$ cat src/rtl/uart_rx_if.sv
// uart_rx_if: byte handshake between the UART receiver and its consumer.
//   rx_data  receiver -> consumer  last correctly framed byte
//   rdy      receiver -> consumer  a new byte is waiting in rx_data
//   frm_err  receiver -> consumer  last frame had a low stop bit
//   ovr_err  receiver -> consumer  a byte was overwritten before acknowledge
//   clr_rdy  consumer -> receiver  acknowledge (pulse or level)
interface uart_rx_if;
  logic [7:0] rx_data;
  logic       rdy;
  logic       frm_err;
  logic       ovr_err;
  logic       clr_rdy;

  modport master (output rx_data, rdy, frm_err, ovr_err, input clr_rdy);
  modport slave  (input rx_data, rdy, frm_err, ovr_err, output clr_rdy);
endinterface

$ cat src/rtl/uart_rx.sv
// uart_rx: 8N1 serial receiver feeding the authorization FSM.
// Samples each bit at mid-bit with a down-counting baud timer, flags false
// starts, framing errors and overruns, and hands bytes over with rdy/clr_rdy.
//   clk  in   system clock, rising edge
//   rst  in   synchronous active-high reset
//   RX   in   asynchronous serial line, idles high
//   bus  uart_rx_if.master  rx_data/rdy/frm_err/ovr_err out, clr_rdy in
//
// state | meaning
// IDLE  | waiting for a falling edge on the synchronized line
// START | timing half a bit to re-check the start bit
// DATA  | sampling 8 data bits, LSB first
// STOP  | sampling the stop bit, publishing the byte or a framing error
module uart_rx #(
  parameter int unsigned BAUD_DIV = 2604
) (
  input  logic      clk,
  input  logic      rst,
  input  logic      RX,
  uart_rx_if.master bus
);

  typedef enum logic [1:0] {IDLE, START, DATA, STOP} state_t;

  localparam logic [11:0] HALF_BIT = 12'(BAUD_DIV / 2);
  localparam logic [11:0] FULL_BIT = 12'(BAUD_DIV);

  state_t      state;
  logic        rx_m;
  logic        rx_s;
  logic        rx_q;
  logic [11:0] baud_cnt;
  logic [3:0]  bit_cnt;
  logic [7:0]  shreg;
  logic [7:0]  rx_data_r;
  logic        rdy_r;
  logic        frm_err_r;
  logic        ovr_err_r;
  logic        expire;
  logic        good_stop;

  // A load of N makes the counter read 1 in the Nth cycle after the load.
  assign expire    = (baud_cnt == 12'd1);
  assign good_stop = (state == STOP) && expire && rx_s;

  always_ff @(posedge clk) begin
    if (rst) begin
      state     <= IDLE;
      rx_m      <= 1'b1;
      rx_s      <= 1'b1;
      rx_q      <= 1'b1;
      baud_cnt  <= 12'd0;
      bit_cnt   <= 4'd0;
      shreg     <= 8'h00;
      rx_data_r <= 8'h00;
      rdy_r     <= 1'b0;
      frm_err_r <= 1'b0;
      ovr_err_r <= 1'b0;
    end else begin
      rx_m <= RX;
      rx_s <= rx_m;
      rx_q <= rx_s;

      if (baud_cnt != 12'd0) baud_cnt <= baud_cnt - 12'd1;

      // A good stop bit wins over a simultaneous acknowledge: the new byte
      // is flagged ready and the acknowledge only suppresses the overrun.
      if (good_stop) begin
        rx_data_r <= shreg;
        rdy_r     <= 1'b1;
        ovr_err_r <= bus.clr_rdy ? 1'b0 : (ovr_err_r | rdy_r);
      end else if (bus.clr_rdy) begin
        rdy_r     <= 1'b0;
        ovr_err_r <= 1'b0;
      end

      case (state)
        IDLE: begin
          if (rx_q && !rx_s) begin
            baud_cnt  <= HALF_BIT;
            frm_err_r <= 1'b0;
            state     <= START;
          end
        end
        START: begin
          if (expire) begin
            if (rx_s) begin
              state <= IDLE;
            end else begin
              baud_cnt <= FULL_BIT;
              bit_cnt  <= 4'd0;
              state    <= DATA;
            end
          end
        end
        DATA: begin
          if (expire) begin
            shreg    <= {rx_s, shreg[7:1]};
            bit_cnt  <= bit_cnt + 4'd1;
            baud_cnt <= FULL_BIT;
            if (bit_cnt == 4'd7) state <= STOP;
          end
        end
        STOP: begin
          // Leaving at mid-stop-bit lets an immediate next start edge be seen;
          // a line still low needs to go high before rx_q/rx_s can re-arm.
          if (expire) begin
            if (!rx_s) frm_err_r <= 1'b1;
            state <= IDLE;
          end
        end
        default: state <= IDLE;
      endcase
    end
  end

  assign bus.rx_data = rx_data_r;
  assign bus.rdy     = rdy_r;
  assign bus.frm_err = frm_err_r;
  assign bus.ovr_err = ovr_err_r;

endmodule

$ cat src/flat_wrapper.sv
// flat-port wrapper written by rule: the top's interface ports become plain ports
module uart_rx_flat 
#(
  parameter int unsigned BAUD_DIV = 2604
)
  (clk, rst, RX, bus_rx_data, bus_rdy, bus_frm_err, bus_ovr_err, bus_clr_rdy);
  uart_rx_if bus_i ();
  input  logic clk;
  input  logic rst;
  input  logic RX;
  output wire logic [$bits(bus_i.rx_data)-1:0] bus_rx_data;
  output wire logic [$bits(bus_i.rdy)-1:0] bus_rdy;
  output wire logic [$bits(bus_i.frm_err)-1:0] bus_frm_err;
  output wire logic [$bits(bus_i.ovr_err)-1:0] bus_ovr_err;
  input wire logic [$bits(bus_i.clr_rdy)-1:0] bus_clr_rdy;
  assign bus_rx_data = bus_i.rx_data;
  assign bus_rdy = bus_i.rdy;
  assign bus_frm_err = bus_i.frm_err;
  assign bus_ovr_err = bus_i.ovr_err;
  assign bus_i.clr_rdy = bus_clr_rdy;
  uart_rx #(.BAUD_DIV(BAUD_DIV)) u_core (.clk(clk), .rst(rst), .RX(RX), .bus(bus_i));
endmodule
$ cat config.mk
export PLATFORM = sky130hd
export DESIGN_NAME = uart_rx_flat
export DESIGN_NICKNAME = d
export VERILOG_FILES = /design/src/rtl/uart_rx_if.sv /design/src/rtl/uart_rx.sv /design/src/flat_wrapper.sv
export SDC_FILE = /design/constraint.sdc
export NUM_CORES = 1
export LEC_CHECK = 0
export BUFFER_PORTS_ARGS = -buffer_cell sky130_fd_sc_hd__buf_2
export CAP_MARGIN = 40
export CORE_ASPECT_RATIO = 1.2
export CORE_MARGIN = 2
export CORE_UTILIZATION = 40
export DETAILED_ROUTE_END_ITERATION = 16
export SLEW_MARGIN = 40
export SYNTH_ARGS = -nofsm -noshare
export SYNTH_HDL_FRONTEND = slang
export SYNTH_SLANG_ARGS = --single-unit
export TNS_END_PERCENT = 30
$ cat constraint.sdc
create_clock -name clk -period 3.77 [get_ports clk]
set_clock_uncertainty 0.05 [all_clocks]
set_input_delay 0 -clock clk [delete_from_list [all_inputs] [get_ports clk]]
set_output_delay 0 -clock clk [all_outputs]
set_load 0.02 [all_outputs]
==> Word-level counts from Yosys, hierarchy flattened <==
Cells that the tools add are included.
Widths: inputs -> output; s select.
{ "word_totals": {"out_inout_bits": 11, "reg_bits": 40, "wordCells": 64, "inputBits": 4} }
{ "op_classes": {"reduce_logical": 13, "bitwise": 1, "eq_ne": 12, "muxes": 25, "add_sub_neg": 2} }
{ "ops": {"columns": ["op", "count"], "rows": [
  ["$mux 12", 5],
  ["$pmux 12 s3", 1],
  ["$eq 12x1->1 const B", 1],
  ["$mux 2", 6],
  ["$mux 4", 3],
  ["$reduce_bool 12->1", 1],
  ["$sub 12x1->12 const B", 1],
  ["$ne 2x1->1 const B", 5],
  ["$pmux 2 s4", 1],
  ["$pmux 4 s2", 1],
  ["$reduce_and 4->1", 2],
  ["$mux 1", 7],
  ["$reduce_bool 2->1", 3],
  ["$reduce_and 5->1", 1],
  ["$add 4x1->4 const B", 1],
  ["$eq 2x2->1 const B", 2],
  ["$eq 4x3->1 const B", 1],
  ["$ne 2x2->1 const B", 2],
  ["$logic_and 1x1->1", 3],
  ["$eq 2x1->1 const B", 1],
  ["$logic_not 2->1", 1],
  ["$pmux 1 s2", 1],
  ["$reduce_and 2->1", 1],
  ["$logic_not 1->1", 1],
  ["$or 1x1->1", 1]
]} }

==> Depth between registers and ports, before layout <==
Gate-level depths: netlist (run 1).
{ "depth": {"ltp_word": 5, "ltp_mapped": 8, "depth_no_buf": 7} }

==> Worst setup path after synthesis (run 1) <==
No wires, ideal clock.
{ "synth_path": {"kind": "register to register", "from": "register u_core.baud_cnt[0]", "to": "register u_core.baud_cnt[4]", "path_buffers": 0, "t_required_ns": 3.592, "setup_ns": 0.128, "period_less_slack_ns": 2.050, "t_arrival_ns": 1.872, "setup_slack_ns": 1.720, "stages_incl_launch_ff": 8, "path_cell_list": "dfxtp_1 > inv_1 > ha_1 > or4b_2 > nor3_1 > nor3_1 > o21ai_0 > nor2_1"} }
{ "synth_via": {"elab_chain_cells": 5, "elab_cells_between_ends": 9, "classes_between": "add/sub (1); eq/ne (1); mux (6); reduce/logical (1)"} }
{ "synth_rtl": {"columns": ["item", "line_no", "rtl"], "rows": [
  ["start: declaration", "uart_rx.sv:32", "logic [11:0] baud_cnt;"],
  ["start signal: assignment", "uart_rx.sv:64", "if (baud_cnt != 12'd0) baud_cnt <= baud_cnt - 12'd1;"],
  ["$sub 12x1->12 or $reduce_bool 12->1 (tied branches)", "uart_rx.sv:64", null],
  ["$mux 12", "uart_rx.sv:64", null],
  ["$mux 12", "uart_rx.sv:87", "if (rx_s) begin"],
  ["$mux 12", "uart_rx.sv:86", "if (expire) begin"],
  ["$pmux 12 s3 (*)", "uart_rx.sv:77", "case (state)"]
]} }
Every way passes the cells marked *; elsewhere a longest branch is shown, timed or not.
A chain may end at the register's enable or synchronous reset.

==> Final worst setup path (run 1) <==
{ "layout_path": {"from": "register u_core.baud_cnt[1]", "to": "register u_core.bit_cnt[0]"} }
{ "layout_via": {"elab_chain_cells": 3, "elab_cells_between_ends": 4, "classes_between": "eq/ne (3); reduce/logical (1)"} }
{ "layout_rtl": {"columns": ["item", "line_no", "rtl"], "rows": [
  ["$eq 12x1->1 (*)", "uart_rx.sv:43", "assign expire = (baud_cnt == 12'd1);"],
  ["$ne 2x1->1 (no source line)", null, null],
  ["$reduce_and 4->1 (no source line) (*)", null, null],
  ["end signal: assignment", "uart_rx.sv:99", "bit_cnt <= bit_cnt + 4'd1;"],
  ["end: declaration", "uart_rx.sv:33", "logic [3:0] bit_cnt;"]
]} }
Marks and branches as above.

==> flow_metrics.tcl, run 1 <==
set metrics [dict create \
    grt_pass1_wl_um 6168 \
    yosys_warnings 0 \
    synth_top_cell_area_share 0.4601 \
    layout_setup_ws_ps 1350 \
    synth_area_per_cell_um2 8.835 \
    syn-num-nets 205 \
    cts_inserted_buffers 5 \
    finalSetupTns_ps 0 \
    grt.total_usage 0.1577 \
    cts_tree "built" \
    total_power_mw 1.351 \
    hold-worst-slack_ps 165.7 \
    leakagePower_nw 0.7918 \
    netlist_top_cells_area "dfxtp_1 46%, nand2_1 5.4%, a21oi_1 5.2%" \
    slew_viol_final 0 \
    post-place-ws_ps 1383 \
    avgRoutedWirePerCell_um 13.09 \
    die_h_um 76.26 \
    ant_nets 0 \
    fin_crit_sh 0.6419 \
    finalHoldViolCount 0 \
    start_kind "flip-flop" \
    drv_cap 0 \
    worstPathCellList "inv_1, ha_1, or4b_1, nor3_4, o21ai_2, or3_1, a21oi_1" \
    setup_violations 0 \
    cp_max_fo 14 \
    fin_util 0.4651 \
    clock_latency_ps 290 \
    grt_max_degree 37 \
    row_count 26 \
    worstPathArrival_ps 2590 \
    io_pins 15 \
    core_area_um2 4229 \
    ctsResizeCount 0 \
    area_delta_synth_final_pct 13.01 \
    drtIter0Drc 74 \
    tightest_slew_ps 644.3 \
    syn_area_um2 1740 \
    diodes 0 \
    yosys.area.top_type "dfxtp_1" \
    status "finished clean" \
    cp_data_required_time_ps 3940 \
    hpwl_um 2420 \
    ys_ff_latch 40 \
    placedCellCount 258 \
    place_area_um2 1854 \
    design_area_um2 1967 \
    synth_cells 197 \
    port_buffers 14 \
    grt_pass1_vias 1331 \
    worstSetupEndpointType "flip-flop" \
    synth.distinct_cells 44 \
    fmax_mhz 413.3 \
    cts.reportedPaths.clkPinSlew_ps 80 \
    finalWirelength_um 3509 \
    cts-root-buf "clkbuf_8" \
    powerDensity_nw_per_um2 686.7 \
    slew_headroom 0.5705 \
    die_x_um 64.22 \
    final_cells 268 \
    fin_nets 219 \
    vias 1429 \
    min_path_type "input pin to flip-flop" \
    fillerInstances 418 \
    ys_seq_area_frac 0.4601 \
    die-area_um2 4897 \
    regToRegSetupSlack_ps 1350 \
    peakVddDrop_uv 282.3 \
    htreeDepth 2 \
    start_util 0.4115 \
    crit_type "flip-flop to flip-flop" \
    slowest_delay_ps 520 \
    antenna_found_initial 0 \
    grt_overflow_total 0 \
    layout-drive-gt1-share 0.1557 \
    numClockSinks 40 \
    clockBufferDepth 2 \
    rsz0062_at_grt "no" \
    drc 0 \
    viasPerCell 5.332 \
    place_congestion 0.8032 \
    slowest_stage "or4b_1" \
    firstDrtPassIters 4 \
    fin_crit_ps 2420 \
]
critical path, delay by kind of cell (launching register included):
kind,cells,cell delay [ps]
compound gates,2,390
fa+ha+maj,1,180
buf+inv,1,120
flops,1,340
simple gates,3,1260
cells in the final DEF, fill, tap and decap left out, types with 5 or more instances in the layout:
| cell | n |
|---|---|
| a21oi_1 | 18 |
| buf_2 | 14 |
| clkbuf_8 | 6 |
| dfxtp_1 | 40 |
| mux2i_1 | 8 |
| nand2_1 | 25 |
| nor2_1 | 19 |
| nor3_1 | 5 |
| or3_1 | 5 |
| xnor2_1 | 5 |
where the power goes:
part,internal (mW),switching (mW)
registers,0.486,0.0751
logic,0.216,0.282
clock network,0.146,0.145
routing by layer:
layer  global-route usage  up-vias  share of wire
li1                     -      730              -
met1               0.1933      669           0.45
met2               0.2573       25           0.50
met3              0.04136        5          0.037
met4              0.07021        0          0.014
met5                    0        -              0
Yosys cell counts:
| cell type | n |
|---|---|
| nor3_1 | 5 |
| nor2_1 | 19 |
| clkbuf_1 | 8 |
| xnor2_1 | 5 |
| a21o_1 | 1 |
| nor3_4 | 1 |
| a22o_1 | 1 |
| o21ai_0 | 3 |
| dfxtp_1 | 40 |
| nand4_1 | 2 |
| a22oi_1 | 1 |
| and4b_1 | 1 |
| nor3b_1 | 2 |
| a211o_1 | 1 |
| nand4b_1 | 1 |
| or4_1 | 2 |
| nand2b_1 | 3 |
| inv_1 | 3 |
| nor2b_1 | 1 |
| or3_1 | 5 |
| a31oi_1 | 3 |
| o32ai_1 | 1 |
| or2_2 | 4 |
| or4b_2 | 1 |
| o31ai_1 | 2 |
| and3_1 | 1 |
| or4b_1 | 1 |
| o21ai_2 | 1 |
| buf_2 | 2 |
| a31o_2 | 1 |
| nor4_1 | 4 |
| a211oi_1 | 1 |
| nand3b_1 | 3 |
| ha_1 | 4 |
| xor2_1 | 1 |
| nor4b_1 | 3 |
| mux2i_1 | 8 |
| o211ai_1 | 1 |
| o311ai_0 | 1 |
| nand2_1 | 25 |
| nand2_2 | 1 |
| nand3_1 | 4 |
| a21oi_1 | 18 |
| a41oi_1 | 1 |
registers in the layout, summed over array words and instances, names as in the netlist, named ones only:
name	cells
u_core.bus.ovr_err	1
u_core.state	1
u_core.rx_q	1
u_core.bus.frm_err	1
u_core.bus.rdy	1
u_core.bit_cnt	4
u_core.baud_cnt	12
u_core.rx_s	1
u_core.rx_m	1
u_core.shreg	8
u_core.bus.rx_data	8
layout make-up:
type	instances	area, µm²	area share
well taps	56	70.07	0.03562
flip-flops and latches	40	800.8	0.4071
clock buffers	6	82.58	0.04198
clock inverters	2	10.01	0.005089
repair buffers	17	97.59	0.04962
inverters	3	11.26	0.005725
multi-input cells	144	894.6	0.4548
cell families (layout without fill, tap and decap cells):
kind of cell / Yosys count / in the layout / share of synthesized area
AND/OR/NAND/NOR: 89 / 89 / 0.2732
flip-flops: 40 / 40 / 0.4601
AO/OA/AOI/OAI: 37 / 37 / 0.1323
buffers and inverters: 13 / 28 / 0.02948
multiplexers: 8 / 8 / 0.04601
XOR/XNOR: 6 / 6 / 0.03019
adder cells (fa/ha/maj): 4 / 4 / 0.02876
final timing paths:
path	startpoint	endpoint	cells after the start
worst max-delay path	u_core.baud_cnt[1]	u_core.bit_cnt[0]	7
worst min-delay path	rst	u_core.bus.rx_data[0]	2
worst max register to register	u_core.baud_cnt[1]	u_core.bit_cnt[0]	7
worst min register to register	u_core.rx_m	u_core.rx_s	1
timing repair:
item / CTS / global route
hold buffers: 2 / 0
endpoints found under the hold margin: 3 / 0
setup buffers: 0 / 0
No activity file was read; power rests on OpenSTA's default activity.
==> run 2: changes to the inputs <==
clock period = 2.3 ns   (was 3.77 ns; I/O delays follow)
==> run 2 against run 1 <==
Power grew 68%. Routed wire length barely moved. Combinational power grew 76%. Setup slack got worse by 1200 ps. Clock power is 59% higher. Utilization increased by 1.0 points. Die area did not move. Global-route usage up 0.19 points. Final cell count up 2.6%. Critical endpoint is now u_core.baud_cnt[5]. Highest routed layer unchanged.
==> flow_metrics.tcl, run 2 (synthesis results as in run 1) <==
set metrics [dict create \
    total_power_mw 2.268 \
    largest_reg_flops 12 \
    clockBufferDepth 2 \
    ctsResizeCount 0 \
    crit_type "flip-flop to flip-flop" \
    cts_tree "built" \
    fillerInstances 415 \
    place_congestion 0.7901 \
    cpLargestDelayFamily "simple AND/OR/NAND/NOR gates" \
    layout_setup_ws_ps 147.1 \
    area_delta_synth_final_pct 15.46 \
    worstPathCellList "inv_1, ha_1, or4b_2, o311ai_0, xnor2_1, nand2_1, a21oi_1" \
    tightest_slew_ps 633.7 \
    fmax_mhz 464.5 \
    fin_util 0.4751 \
    slew_viol_final 0 \
    slowest_delay_ps 650 \
    min_path_type "input pin to flip-flop" \
    multiInputGateArea_um2 888.4 \
    r2r_end "u_core.baud_cnt[5]" \
    regArea_um2 800.8 \
    port_buffers 14 \
    crit_start "u_core.baud_cnt[0]" \
    clock_latency_ps 290 \
    powerDensity_nw_per_um2 1128 \
    antenna_found_initial 0 \
    peakVddDrop_uv 440.5 \
    drc 0 \
    avgRoutedWirePerCell_um 12.77 \
    htreeDepth 2 \
    io_pins 15 \
    leakagePower_nw 0.8127 \
    start_util 0.4115 \
    die_x_um 64.22 \
    drtIter0Drc 59 \
    firstDrtPassIters 4 \
    numClockSinks 40 \
    die-area_um2 4897 \
    grt_pass1_vias 1339 \
    fin_nets 226 \
    hold-worst-slack_ps 161.5 \
    grt_max_degree 37 \
    hpwl_um 2505 \
    fin_crit_ps 2153 \
    regToRegSetupSlack_ps 150 \
    status "finished clean" \
    hold_depth 2 \
    slowest_stage "or4b_2" \
    cts-root-buf "clkbuf_8" \
    cp_max_fo 5 \
    crit_buf_inv 1 \
    fin_crit_sh 0.9361 \
    row_count 26 \
    final_cell_mix "40 x dfxtp_1, 25 x nand2_1, 19 x nor2_1, 18 x a21oi_1, 14 x buf_2" \
    ant_nets 0 \
    crit_cells 7 \
    r2r-start "u_core.baud_cnt[0]" \
    viasPerCell 5.204 \
    final_common_cell "dfxtp_1" \
    rsz0062_at_grt "yes" \
    drv_cap 0 \
    critPathCapture "u_core.baud_cnt[5]" \
    max_flop_register "u_core.baud_cnt" \
    reg2reg_depth 7 \
    finalWirelength_um 3512 \
    cts_inserted_buffers 5 \
    hp-start "rst" \
    post-place-ws_ps 146.4 \
    start_kind "flip-flop" \
    grt.total_usage 0.1596 \
    finalHoldViolCount 0 \
    cp_data_required_time_ps 2470 \
    cts.reportedPaths.clkPinSlew_ps 80 \
    slew_headroom 0.5775 \
    worstPathArrival_ps 2320 \
    vias 1431 \
    grt_overflow_total 0 \
    core_area_um2 4229 \
    layout-drive-gt1-share 0.1735 \
    die_h_um 76.26 \
    setup_violations 0 \
    diodes 0 \
    grt_pass1_wl_um 6216 \
    worstSetupEndpointType "flip-flop" \
]
[run 2: cell count changes in the layout (fill, tap and decap cells not counted)]
cell | previous run | this run
buf_4 | 1 | 8
clkinv_2 | 2 | 0
clkbuf_1 | 0 | 1
clkbuf_8 | 6 | 5
clkinv_4 | 0 | 1
clkinvlp_4 | 0 | 1
nor4b_1 | 2 | 3
nor4b_2 | 1 | 0
[run 2: per-stage QoR]
step,setup TNS [ps],instance area [µm²],instances
2_1_floorplan,0,1740,197
5_1_grt,-59.22,2009,275
4_1_cts,0,2009,275
6_report,0,2009,275
3_5_place_dp,0,1901,265
3_3_place_gp,0,1901,265
[run 2: cell type report]
cell class                      instances  area share
Clock buffer                            6     0.03611
Timing Repair Buffer                   24     0.07472
Multi-Input combinational cell        144      0.4421
Inverter                                3    0.005604
Tap cell                               56     0.03487
Sequential cell                        40      0.3985
Clock inverter                          2    0.008095
[run 2: metal layers]
layer	share of wire	wire (µm)	global-route usage	up-vias
li1	-	-	-	746
met1	0.46	1629	0.2067	647
met2	0.47	1643	0.2490	28
met3	0.034	121	0.03545	10
met4	0.033	116	0.07872	0
met5	0	0	0	-
[run 2: how the worst min path moves through the flow]
stage                                        to  slack [ps]
final                        u_core.baud_cnt[8]         160
after global routing      u_core.bus.rx_data[7]         180
after CTS                    u_core.baud_cnt[8]         170
after detailed placement     u_core.bus.ovr_err         130
after global placement       u_core.bus.ovr_err         130
after floorplan              u_core.bus.ovr_err          30
[run 2: timing repair]
| item | 4_1_cts | 5_1_grt |
|---|---|---|
| endpoints found under the hold margin | 3 | 0 |
| buffers inserted | 0 | 0 |
| setup endpoints to repair | 0 | 2 |
| hold buffers | 2 | 0 |
[run 2: power breakdown]
part	switching [mW]	total (mW)	leakage, nW	internal [mW]
Combinational	0.462	0.878	0.446	0.416
Clock	0.248	0.464	0.0414	0.216
Sequential	0.129	0.925	0.325	0.797
